### src/rtl/brick_grid_pkg.sv
// Shared brick-grid geometry, colours and helpers for the grid drawer and the
// collision logic, so both agree on identical brick placement.
package brick_grid_pkg;

   localparam int DEF_ROWS         = 4;
   localparam int DEF_COLS         = 4;
   localparam int DEF_X0           = 20;
   localparam int DEF_Y0           = 40;
   localparam int DEF_B_WIDTH      = 100;
   localparam int DEF_B_HEIGHT     = 50;
   localparam int DEF_H_GAP        = 120;
   localparam int DEF_V_GAP        = 30;
   localparam int DEF_FLASH_FRAMES = 8;

   localparam int CW = 11;

   typedef logic [CW-1:0] coord_t;
   typedef logic [11:0]   rgb_t;

   localparam rgb_t COLOR_BRICK_DEF = 12'h22f;
   localparam rgb_t COLOR_FLASH_DEF = 12'hfff;
   localparam rgb_t COLOR_BG_DEF    = 12'h888;
   localparam rgb_t COLOR_BLANK     = 12'h000;

   typedef struct packed {
      coord_t x;
      coord_t y;
   } pix_pos_t;

   typedef struct packed {
      coord_t hcount;
      logic   hsync;
      logic   hblnk;
      coord_t vcount;
      logic   vsync;
      logic   vblnk;
   } vga_timing_t;

   // Index width for n bricks; a single brick still needs a 1-bit index port.
   function automatic int calc_iw(input int n);
      return (n <= 1) ? 1 : $clog2(n);
   endfunction

   function automatic pix_pos_t brick_base(input int row, input int col,
                                           input int x0, input int y0,
                                           input int bw, input int bh,
                                           input int hgap, input int vgap);
      pix_pos_t p;
      p.x = coord_t'(x0 + col * (bw + hgap));
      p.y = coord_t'(y0 + row * (bh + vgap));
      return p;
   endfunction

endpackage

### src/rtl/draw_brick_grid_flash_ctrl.sv
// Brick alive state and hit-flash control: load/hit priority, frame-tick
// detection on vblank rising edge, and the per-frame flash countdown.
module brick_flash_ctrl
   import brick_grid_pkg::*;
#(
   parameter int            N            = 16,
   parameter int            IW           = 4,
   parameter logic [N-1:0]  INIT_MASK    = '1,
   parameter int            FLASH_FRAMES = 8
) (
   input  logic          pclk,
   input  logic          reset,
   input  logic          vblnk_i,
   input  logic          hit_valid_i,
   input  logic [IW-1:0] hit_idx_i,
   input  logic          load_valid_i,
   input  logic [N-1:0]  load_mask_i,
   output logic [N-1:0]  alive_o,
   output logic [IW-1:0] flash_idx_o,
   output logic          flash_active_o,
   output logic          all_cleared_o
);

   logic [N-1:0]  alive_q, alive_d;
   logic [7:0]    cnt_q, cnt_d;
   logic [IW-1:0] fidx_q, fidx_d;
   logic          vblnk_q;
   logic          all_cleared_q;
   logic          frame_tick;
   logic          hit_ok;

   assign frame_tick = vblnk_i & ~vblnk_q;
   assign hit_ok     = hit_valid_i && (int'(hit_idx_i) < N) && alive_q[hit_idx_i];

   always_comb begin
      // NOTE: every next-state signal gets its hold value first so no path
      // through this block leaves it unassigned (which would infer a latch).
      alive_d = alive_q;
      cnt_d   = cnt_q;
      fidx_d  = fidx_q;
      if (load_valid_i) begin
         alive_d = load_mask_i;
         cnt_d   = '0;
      end else if (hit_ok) begin
         alive_d[hit_idx_i] = 1'b0;
         fidx_d             = hit_idx_i;
         cnt_d              = 8'(FLASH_FRAMES);
      end else if (frame_tick && (cnt_q != '0)) begin
         cnt_d = cnt_q - 8'd1;
      end
   end

   always_ff @(posedge pclk or posedge reset) begin
      // NOTE: state registers use non-blocking assignment so every register
      // samples pre-edge values regardless of statement order.
      if (reset) begin
         alive_q       <= INIT_MASK;
         cnt_q         <= '0;
         fidx_q        <= '0;
         vblnk_q       <= 1'b0;
         all_cleared_q <= (INIT_MASK == '0);
      end else begin
         alive_q       <= alive_d;
         cnt_q         <= cnt_d;
         fidx_q        <= fidx_d;
         vblnk_q       <= vblnk_i;
         all_cleared_q <= (alive_d == '0) && (cnt_d == '0);
      end
   end

   assign alive_o        = alive_q;
   assign flash_idx_o    = fidx_q;
   assign flash_active_o = (cnt_q != '0);
   assign all_cleared_o  = all_cleared_q;

endmodule

### src/rtl/draw_brick_grid.sv
// Renders a ROWS x COLS brick grid into the VGA stream with a 2-cycle pixel
// pipeline; brick alive/flash state lives in brick_flash_ctrl.
module draw_brick_grid
   import brick_grid_pkg::*;
#(
   parameter int   ROWS         = DEF_ROWS,
   parameter int   COLS         = DEF_COLS,
   parameter int   X0           = DEF_X0,
   parameter int   Y0           = DEF_Y0,
   parameter int   B_WIDTH      = DEF_B_WIDTH,
   parameter int   B_HEIGHT     = DEF_B_HEIGHT,
   parameter int   H_GAP        = DEF_H_GAP,
   parameter int   V_GAP        = DEF_V_GAP,
   parameter logic [ROWS*COLS-1:0] INIT_MASK = '1,
   parameter rgb_t COLOR_BRICK  = COLOR_BRICK_DEF,
   parameter rgb_t COLOR_FLASH  = COLOR_FLASH_DEF,
   parameter rgb_t COLOR_BG     = COLOR_BG_DEF,
   parameter int   FLASH_FRAMES = DEF_FLASH_FRAMES,
   localparam int  NB           = ROWS * COLS,
   localparam int  IW           = calc_iw(ROWS * COLS)
) (
   input  logic          pclk,
   input  logic          reset,
   input  logic [10:0]   hcount_in,
   input  logic          hsync_in,
   input  logic          hblnk_in,
   input  logic [10:0]   vcount_in,
   input  logic          vsync_in,
   input  logic          vblnk_in,
   input  logic          hit_valid,
   input  logic [IW-1:0] hit_idx,
   input  logic          load_valid,
   input  logic [NB-1:0] load_mask,
   output logic [10:0]   hcount_out,
   output logic          hsync_out,
   output logic          hblnk_out,
   output logic [10:0]   vcount_out,
   output logic          vsync_out,
   output logic          vblnk_out,
   output logic [11:0]   rgb_out,
   output logic [NB-1:0] blocks_out,
   output logic          flash_active,
   output logic          all_cleared
);

   vga_timing_t   tim_in, tim_s1_q, tim_s2_q;
   logic [COLS-1:0] col_match_d, col_match_q;
   logic [ROWS-1:0] row_match_d, row_match_q;
   logic          blank_q;
   logic [NB-1:0] alive;
   logic [IW-1:0] flash_idx;
   logic          pix_hit;
   logic [IW-1:0] pix_idx;
   rgb_t          rgb_d, rgb_q;

   assign tim_in = '{hcount: hcount_in, hsync: hsync_in, hblnk: hblnk_in,
                     vcount: vcount_in, vsync: vsync_in, vblnk: vblnk_in};

   brick_flash_ctrl #(
      .N            (NB),
      .IW           (IW),
      .INIT_MASK    (INIT_MASK),
      .FLASH_FRAMES (FLASH_FRAMES)
   ) u_flash_ctrl (
      .pclk           (pclk),
      .reset          (reset),
      .vblnk_i        (vblnk_in),
      .hit_valid_i    (hit_valid),
      .hit_idx_i      (hit_idx),
      .load_valid_i   (load_valid),
      .load_mask_i    (load_mask),
      .alive_o        (alive),
      .flash_idx_o    (flash_idx),
      .flash_active_o (flash_active),
      .all_cleared_o  (all_cleared)
   );

   // Half-open span compare against constant bases; the limit is 12 bits wide
   // so a brick ending at the edge of the 11-bit range cannot wrap.
   for (genvar c = 0; c < COLS; c++) begin : g_col
      localparam pix_pos_t POS = brick_base(0, c, X0, Y0, B_WIDTH, B_HEIGHT, H_GAP, V_GAP);
      localparam logic [11:0] LIMIT = {1'b0, POS.x} + 12'(B_WIDTH);
      assign col_match_d[c] = (hcount_in >= POS.x) && ({1'b0, hcount_in} < LIMIT);
   end

   for (genvar r = 0; r < ROWS; r++) begin : g_row
      localparam pix_pos_t POS = brick_base(r, 0, X0, Y0, B_WIDTH, B_HEIGHT, H_GAP, V_GAP);
      localparam logic [11:0] LIMIT = {1'b0, POS.y} + 12'(B_HEIGHT);
      assign row_match_d[r] = (vcount_in >= POS.y) && ({1'b0, vcount_in} < LIMIT);
   end

   // Stage 1 blank resets high so the first pixel after reset is black.
   always_ff @(posedge pclk or posedge reset) begin
      if (reset) begin
         tim_s1_q    <= '0;
         col_match_q <= '0;
         row_match_q <= '0;
         blank_q     <= 1'b1;
      end else begin
         tim_s1_q    <= tim_in;
         col_match_q <= col_match_d;
         row_match_q <= row_match_d;
         blank_q     <= hblnk_in | vblnk_in;
      end
   end

   always_comb begin
      pix_hit = 1'b0;
      pix_idx = '0;
      for (int r = 0; r < ROWS; r++) begin
         for (int c = 0; c < COLS; c++) begin
            if (row_match_q[r] && col_match_q[c]) begin
               pix_hit = 1'b1;
               pix_idx = IW'(r * COLS + c);
            end
         end
      end
   end

   always_comb begin
      rgb_d = COLOR_BG;
      if (blank_q) begin
         rgb_d = COLOR_BLANK;
      end else if (pix_hit && flash_active && (pix_idx == flash_idx)) begin
         rgb_d = COLOR_FLASH;
      end else if (pix_hit && alive[pix_idx]) begin
         rgb_d = COLOR_BRICK;
      end
   end

   always_ff @(posedge pclk or posedge reset) begin
      if (reset) begin
         tim_s2_q <= '0;
         rgb_q    <= '0;
      end else begin
         tim_s2_q <= tim_s1_q;
         rgb_q    <= rgb_d;
      end
   end

   assign hcount_out = tim_s2_q.hcount;
   assign hsync_out  = tim_s2_q.hsync;
   assign hblnk_out  = tim_s2_q.hblnk;
   assign vcount_out = tim_s2_q.vcount;
   assign vsync_out  = tim_s2_q.vsync;
   assign vblnk_out  = tim_s2_q.vblnk;
   assign rgb_out    = rgb_q;
   assign blocks_out = alive;

endmodule

### config.mk
export PLATFORM = sky130hd
export DESIGN_NAME = draw_brick_grid
export DESIGN_NICKNAME = d
export VERILOG_FILES = /design/src/rtl/brick_grid_pkg.sv /design/src/rtl/draw_brick_grid_flash_ctrl.sv /design/src/rtl/draw_brick_grid.sv
export SDC_FILE = /design/constraint.sdc
export NUM_CORES = 1
export LEC_CHECK = 0
export CORE_MARGIN = 2
export CORE_UTILIZATION = 24
export DETAILED_ROUTE_END_ITERATION = 10
export PLACE_DENSITY_LB_ADDON = 0.1
export SYNTH_ARGS = -nofsm -noshare
export SYNTH_HDL_FRONTEND = slang
export SYNTH_HIERARCHICAL = 1
export SYNTH_SLANG_ARGS = --single-unit
### constraint.sdc
create_clock -name pclk -period 3.95 [get_ports pclk]
set_clock_uncertainty 0.15 [all_clocks]
set_input_delay 0.395 -clock pclk [delete_from_list [all_inputs] [get_ports pclk]]
set_output_delay 0.395 -clock pclk [all_outputs]
set_load 0.03 [all_outputs]
### After elaboration in Yosys (flattened, before gate mapping)

Index checks and enable logic that the tools add are counted.

* bits in registers: 102
* word-level logic and storage cells: 127
* output and inout port bits: 56

* muxes and demuxes: 45
* reductions and logical operators: 35
* bitwise gates (word level): 6
* equality and inequality tests: 1
* order comparisons: 19
* add/subtract/negate cells: 1

Operators with widths (number)
* 2-to-1 mux 4 bit: 14
* 2-to-1 mux 12 bit: 3
* 2-to-1 mux 16 bit: 2
* logical AND 1 bit: 31
* 2-to-1 mux 8 bit: 3
* >= comparator 11 x 8 -> 1 bit, second input constant: 2
* >= comparator 11 x 9 -> 1 bit, second input constant: 2
* < comparator 11 x 10 -> 1 bit, second input constant: 2
* < comparator 11 x 7 -> 1 bit, second input constant: 2
* < comparator 11 x 8 -> 1 bit, second input constant: 2
* < comparator 11 x 9 -> 1 bit, second input constant: 2
* 2-to-1 mux 1 bit: 20
* AND 16 bit: 1
* logical NOT 16 bit: 1
* inverter 16 bit: 1
* >= comparator 11 x 10 -> 1 bit, second input constant: 1
* >= comparator 11 x 5 -> 1 bit, second input constant: 1
* >= comparator 11 x 6 -> 1 bit, second input constant: 1
* >= comparator 11 x 7 -> 1 bit, second input constant: 1
* < comparator 4 x 5 -> 1 bit, second input constant: 2
* binary-select mux 1 bit (select 4 bit): 2
* logical NOT 8 bit: 1
* nonzero test 8 bit: 1
* subtractor 8 x 1 -> 8 bit, second input constant: 1
* 7 further kinds: 8

### Longest topological paths before layout

* word-level depth: 22
* gate-level depth with buffers: 9

### By module

Netlist, hierarchy kept.

By module, submodules not included
* draw_brick_grid: times used 1, area an instance 2332.2 um^2, cells an instance 180
* brick_flash_ctrl: times used 1, area an instance 1806.7 um^2, cells an instance 184

### Worst setup path before layout

Ideal clock, no wire load.

* path type: register -> register
* start point: register u_flash_ctrl.cnt_q[0]
* end point: register u_flash_ctrl.all_cleared_q, in the netlist u_flash_ctrl/all_cleared_o
* path buffers: 1
* data required time: 3.704 ns
* stages on the path, launching flop included: 10
* slack: 1.740 ns
* arrival time: 1.964 ns
* period minus slack after synthesis: 2.210 ns
* cell sequence: dfrtp_1 > inv_1 > ha_1 > nor3b_1 > a21boi_2 > buf_6 > or3_1 > o211ai_2 > a41oi_2 > nor4_2

* cells in the longest elaborated chain, start to end: 7
* elaborated cells between the ends (all ways): 8
* classes of those cells: add/sub: 1; mux: 3; reduce/logical: 4

RTL lines
* start, declared: line draw_brick_grid_flash_ctrl.sv:25 `logic [7:0] cnt_q, cnt_d;`
* start signal, assigned: line draw_brick_grid_flash_ctrl.sv:64 `cnt_q <= cnt_d;`
* parallel branches: the longest is 2 deep, another holds subtractor 8 x 1 -> 8 bit
* 2-to-1 mux 8 bit (*): line draw_brick_grid_flash_ctrl.sv:48 `end else if (frame_tick && (cnt_q != '0)) begin`
* 2-to-1 mux 8 bit (*): line draw_brick_grid_flash_ctrl.sv:44 `end else if (hit_ok) begin`
* 2-to-1 mux 8 bit (*): line draw_brick_grid_flash_ctrl.sv:41 `if (load_valid_i) begin`
* logical NOT 8 bit (*): line draw_brick_grid_flash_ctrl.sv:67 `all_cleared_q <= (alive_d == '0) && (cnt_d == '0);`
* logical AND 1 bit (*): line draw_brick_grid_flash_ctrl.sv:67
* end signal, assigned: line draw_brick_grid_flash_ctrl.sv:61 `all_cleared_q <= (INIT_MASK == '0);`
* end signal, assigned: line draw_brick_grid_flash_ctrl.sv:67
* end, declared: line draw_brick_grid_flash_ctrl.sv:28 `logic all_cleared_q;`

Mark *: on every way between the ends.
A chain may end at the register's enable or synchronous reset.

### Final worst setup path

* start point: register u_flash_ctrl.cnt_q[0]
* end point: output port flash_active

* cells in the longest elaborated chain, start to end: 1

RTL lines
* nonzero test 8 bit: line draw_brick_grid_flash_ctrl.sv:73 `assign flash_active_o = (cnt_q != '0);`
* end, declared: line draw_brick_grid.sv:42 `output logic flash_active,`

Every way passes these cells.

==> out/results.ini <==
[die]
io_pins=106
initial_core_util_pct=24.3
dieWidth_um=135
rows=48
dieArea_mm2=0.0183
core_area_mm2=0.0171
die_h_um=135

[grt]
grt_max_degree=45
use_met2_pct=19.5
overflow=0
grt_pass1_vias=3203
track_usage_pct=12.1
grt_first_pass_wirelength_mm=16.9
globalRoute.busiestLayer=met2
antenna_found_initial=0
met1_usage_pct=15.8
grtUsageMet3_pct=2.06

[cts]
cts-htree-levels=3
postCtsHoldBufs=0
clock_sinks=95
cts.repair.resized=0
clk_latency_ps=350
root_buffer=clkbuf_16
cts_tree=built
cts_buffers=9
clkSlewWorstSetupHoldPaths_ps=60
post_cts.repair.setup_buffers=0
cts_buffer_depth=2

[worst_setup_path]
cp_slowest_cell=clkdlybuf4s50_1
r2r_setup_slack_ps=1310
timing_worst_setup_path_type=flop to output pin
critPathMaxFanout=5
cpPeakStageDelay_ps=640
cp.required_ps=3400
crit_chain=inv_1 -> ha_1 -> nor3b_1 -> nand2_1 -> clkdlybuf4s50_1
arrival_ps=2280
worst_setup_path_start_kind=flop
cp-end-kind=output pin

[synth]
synth_top_family_by_area=simple AND/OR/NAND/NOR gates
synthCells=364
yosysMostFrequentCell=dfrtp_1
netlist-cell-type-count=66
synth-adder-area-share_pct=0.605
synth_fp_nets=416
synthSimpleGateAreaFrac_pct=16.9
synth_compound_area_share_pct=13.4
syn_avg_cell_area_um2=11.4
synthTopCellsByCount=dfrtp_1 (78), nand2_1 (29), o21ai_0 (29), nor2_1 (27), dfstp_2 (17)
synth_top_area_share_pct=47.2
synth-seq-cells=95
synth_area_mm2=0.00414
synthMuxAreaShare_pct=5.20
yosysTopAreaCell=dfrtp_1
yosys-top-cells-area=dfrtp_1 (47%), dfstp_2 (11%), o21ai_0 (3.5%), nand2_1 (2.6%), nor2_1 (2.4%)
synthXorXnorAreaFrac_pct=1.69
ys_async_sr_fraction_pct=100
yosys_warnings=6
ys_seq_area_share_pct=58.0
ys.flop_type=dfrtp_1
synth_edf_count=0

[timing]
hold_viol=0
setup_viol=0
maxSlewHeadroom_pct=40.3
drv_slew=0
tightest_slew_ps=895
tns_ps=0
max_freq_mhz=354
worst_slack_ps=1120
fin_crit_ps=2830
finalCritPeriodShare_pct=71.6
rsz0062_at_grt=no

[route]
drtIter0Drc=228
drc=0
vias_per_cell=4.59
wl_per_cell_um=15.5
postRouteAntennaNets=0
wl_mm=10.7
dr.pass1.iters=4
vias=3173

[run]
drv_cap=0

[layout]
antenna_cells=0
layout.nets=514
drive_gt1_share_pct=12.6
synthToLayoutAreaGrowth_pct=37.0

[power]
ir_drop_mv=0.188
power_leakage_nw=2.32
power_density_mw_per_mm2=457

[hold_path]
hold_path_class=flop to flop

[place]
port_buffers=105
dpl.hpwl_mm=8.19
routabilityCongestion=0.821
place_ws_ps=1070

[status]
outcome=completed

cells by family after synthesis:
kind of cell	after synthesis
AOI/OAI and AO/OA	82
and+or+nand+nor	127
xor gates and xnor gates	8
adders and majority gates	2
DFF	95
buffers and inverters	34
muxes	16
through the flow:
step           utilization (%)  instances  hold slack, ps  total power [W]  area (µm²)
2_1_floorplan                -        364             181          0.00151        4140
3_3_place_gp              31.5        676             181          0.00174        5370
3_5_place_dp              31.5        676             185          0.00174        5370
4_1_cts                   33.2        692             200          0.00263        5670
5_1_grt                   33.2        692             204          0.00272        5670
6_report                  33.2        692             199          0.00259        5670
where the power goes:
part,switching (W),internal [W],total (W)
Clock,0.000399,0.000475,0.000874
Sequential,0.0000844,0.00106,0.00115
Combinational,0.000311,0.000258,0.000569
Total,0.000795,0.00179,0.00259
worst paths after layout:
kind | end | cells past startpoint | start
max in group asynchronous | tim_s1_q[7] | 3 | reset
worst min-delay path | hcount_out[9] | 0 | tim_s1_q[24]
worst min register to register | hcount_out[9] | 0 | tim_s1_q[24]
worst max-delay path | flash_active | 5 | u_flash_ctrl/cnt_q[0]
worst max register to register | u_flash_ctrl/all_cleared_o | 8 | u_flash_ctrl/cnt_q[0]
min in group asynchronous | u_flash_ctrl/cnt_q[4] | 2 | reset
layout by cell type (no fill, tap or decap), types with 3 or more instances in the layout:
| cell | synthesis | routed |
|---|---|---|
| nand2_1 | 29 | 29 |
| a31oi_1 | 3 | 3 |
| xnor2_1 | 4 | 4 |
| nand2b_1 | 6 | 6 |
| nor4b_1 | 3 | 3 |
| dfrtp_1 | 78 | 78 |
| nor2_1 | 27 | 27 |
| inv_1 | 13 | 12 |
| mux2_2 | 4 | 4 |
| mux4_2 | 4 | 4 |
| clkbuf_16 | 0 | 9 |
| xor2_1 | 4 | 4 |
| nor3b_1 | 7 | 7 |
| nor2b_1 | 4 | 4 |
| mux2i_1 | 8 | 8 |
| nand4_1 | 7 | 7 |
| nand3b_1 | 3 | 3 |
| a21oi_1 | 12 | 12 |
| or3_1 | 3 | 3 |
| dfstp_2 | 17 | 17 |
| o21ai_0 | 29 | 29 |
| a211oi_1 | 4 | 4 |
| clkdlybuf4s50_1 | 0 | 105 |
| buf_4 | 9 | 3 |
| and3_1 | 3 | 3 |
| nand3_1 | 7 | 7 |
| nor4_1 | 3 | 3 |
| a2111oi_0 | 3 | 3 |
| nor3_1 | 10 | 10 |
flip-flops by register name (all words and copies together) (netlist names), 4 cells and up:
register and flops:
row_match_q 4, tim_s1_q 26, u_flash_ctrl/alive_o 16, u_flash_ctrl/flash_idx_o 4
col_match_q 4, vcount_out 11, hcount_out 11, u_flash_ctrl/cnt_q 8
rgb_out 4
worst max-delay path, delay by kind of cell, from the launching register on:
| kind | cells | cell delay [ps] |
|---|---|---|
| buf+inv | 2 | 770 |
| simple gates | 2 | 570 |
| flops | 1 | 440 |
| fa+ha+maj | 1 | 160 |
final cells by class:
| type | instances | area, µm² |
|---|---|---|
| fillers | 1741 | 11400 |
| well taps | 225 | 282 |
| clock buffers | 11 | 253 |
| clock inverters | 5 | 48.8 |
| repair buffers | 108 | 1070 |
| inverters | 13 | 48.8 |
| multi-input cells | 235 | 1570 |
| flip-flops and latches | 95 | 2400 |
layer usage:
metal  part of all wire, %  wire length [µm]
met4                   2.0               218
met5                     0                 0
met3                   3.8               404
met2                    48              5140
met1                    46              4960
Power figures use the tool's default switching activity.
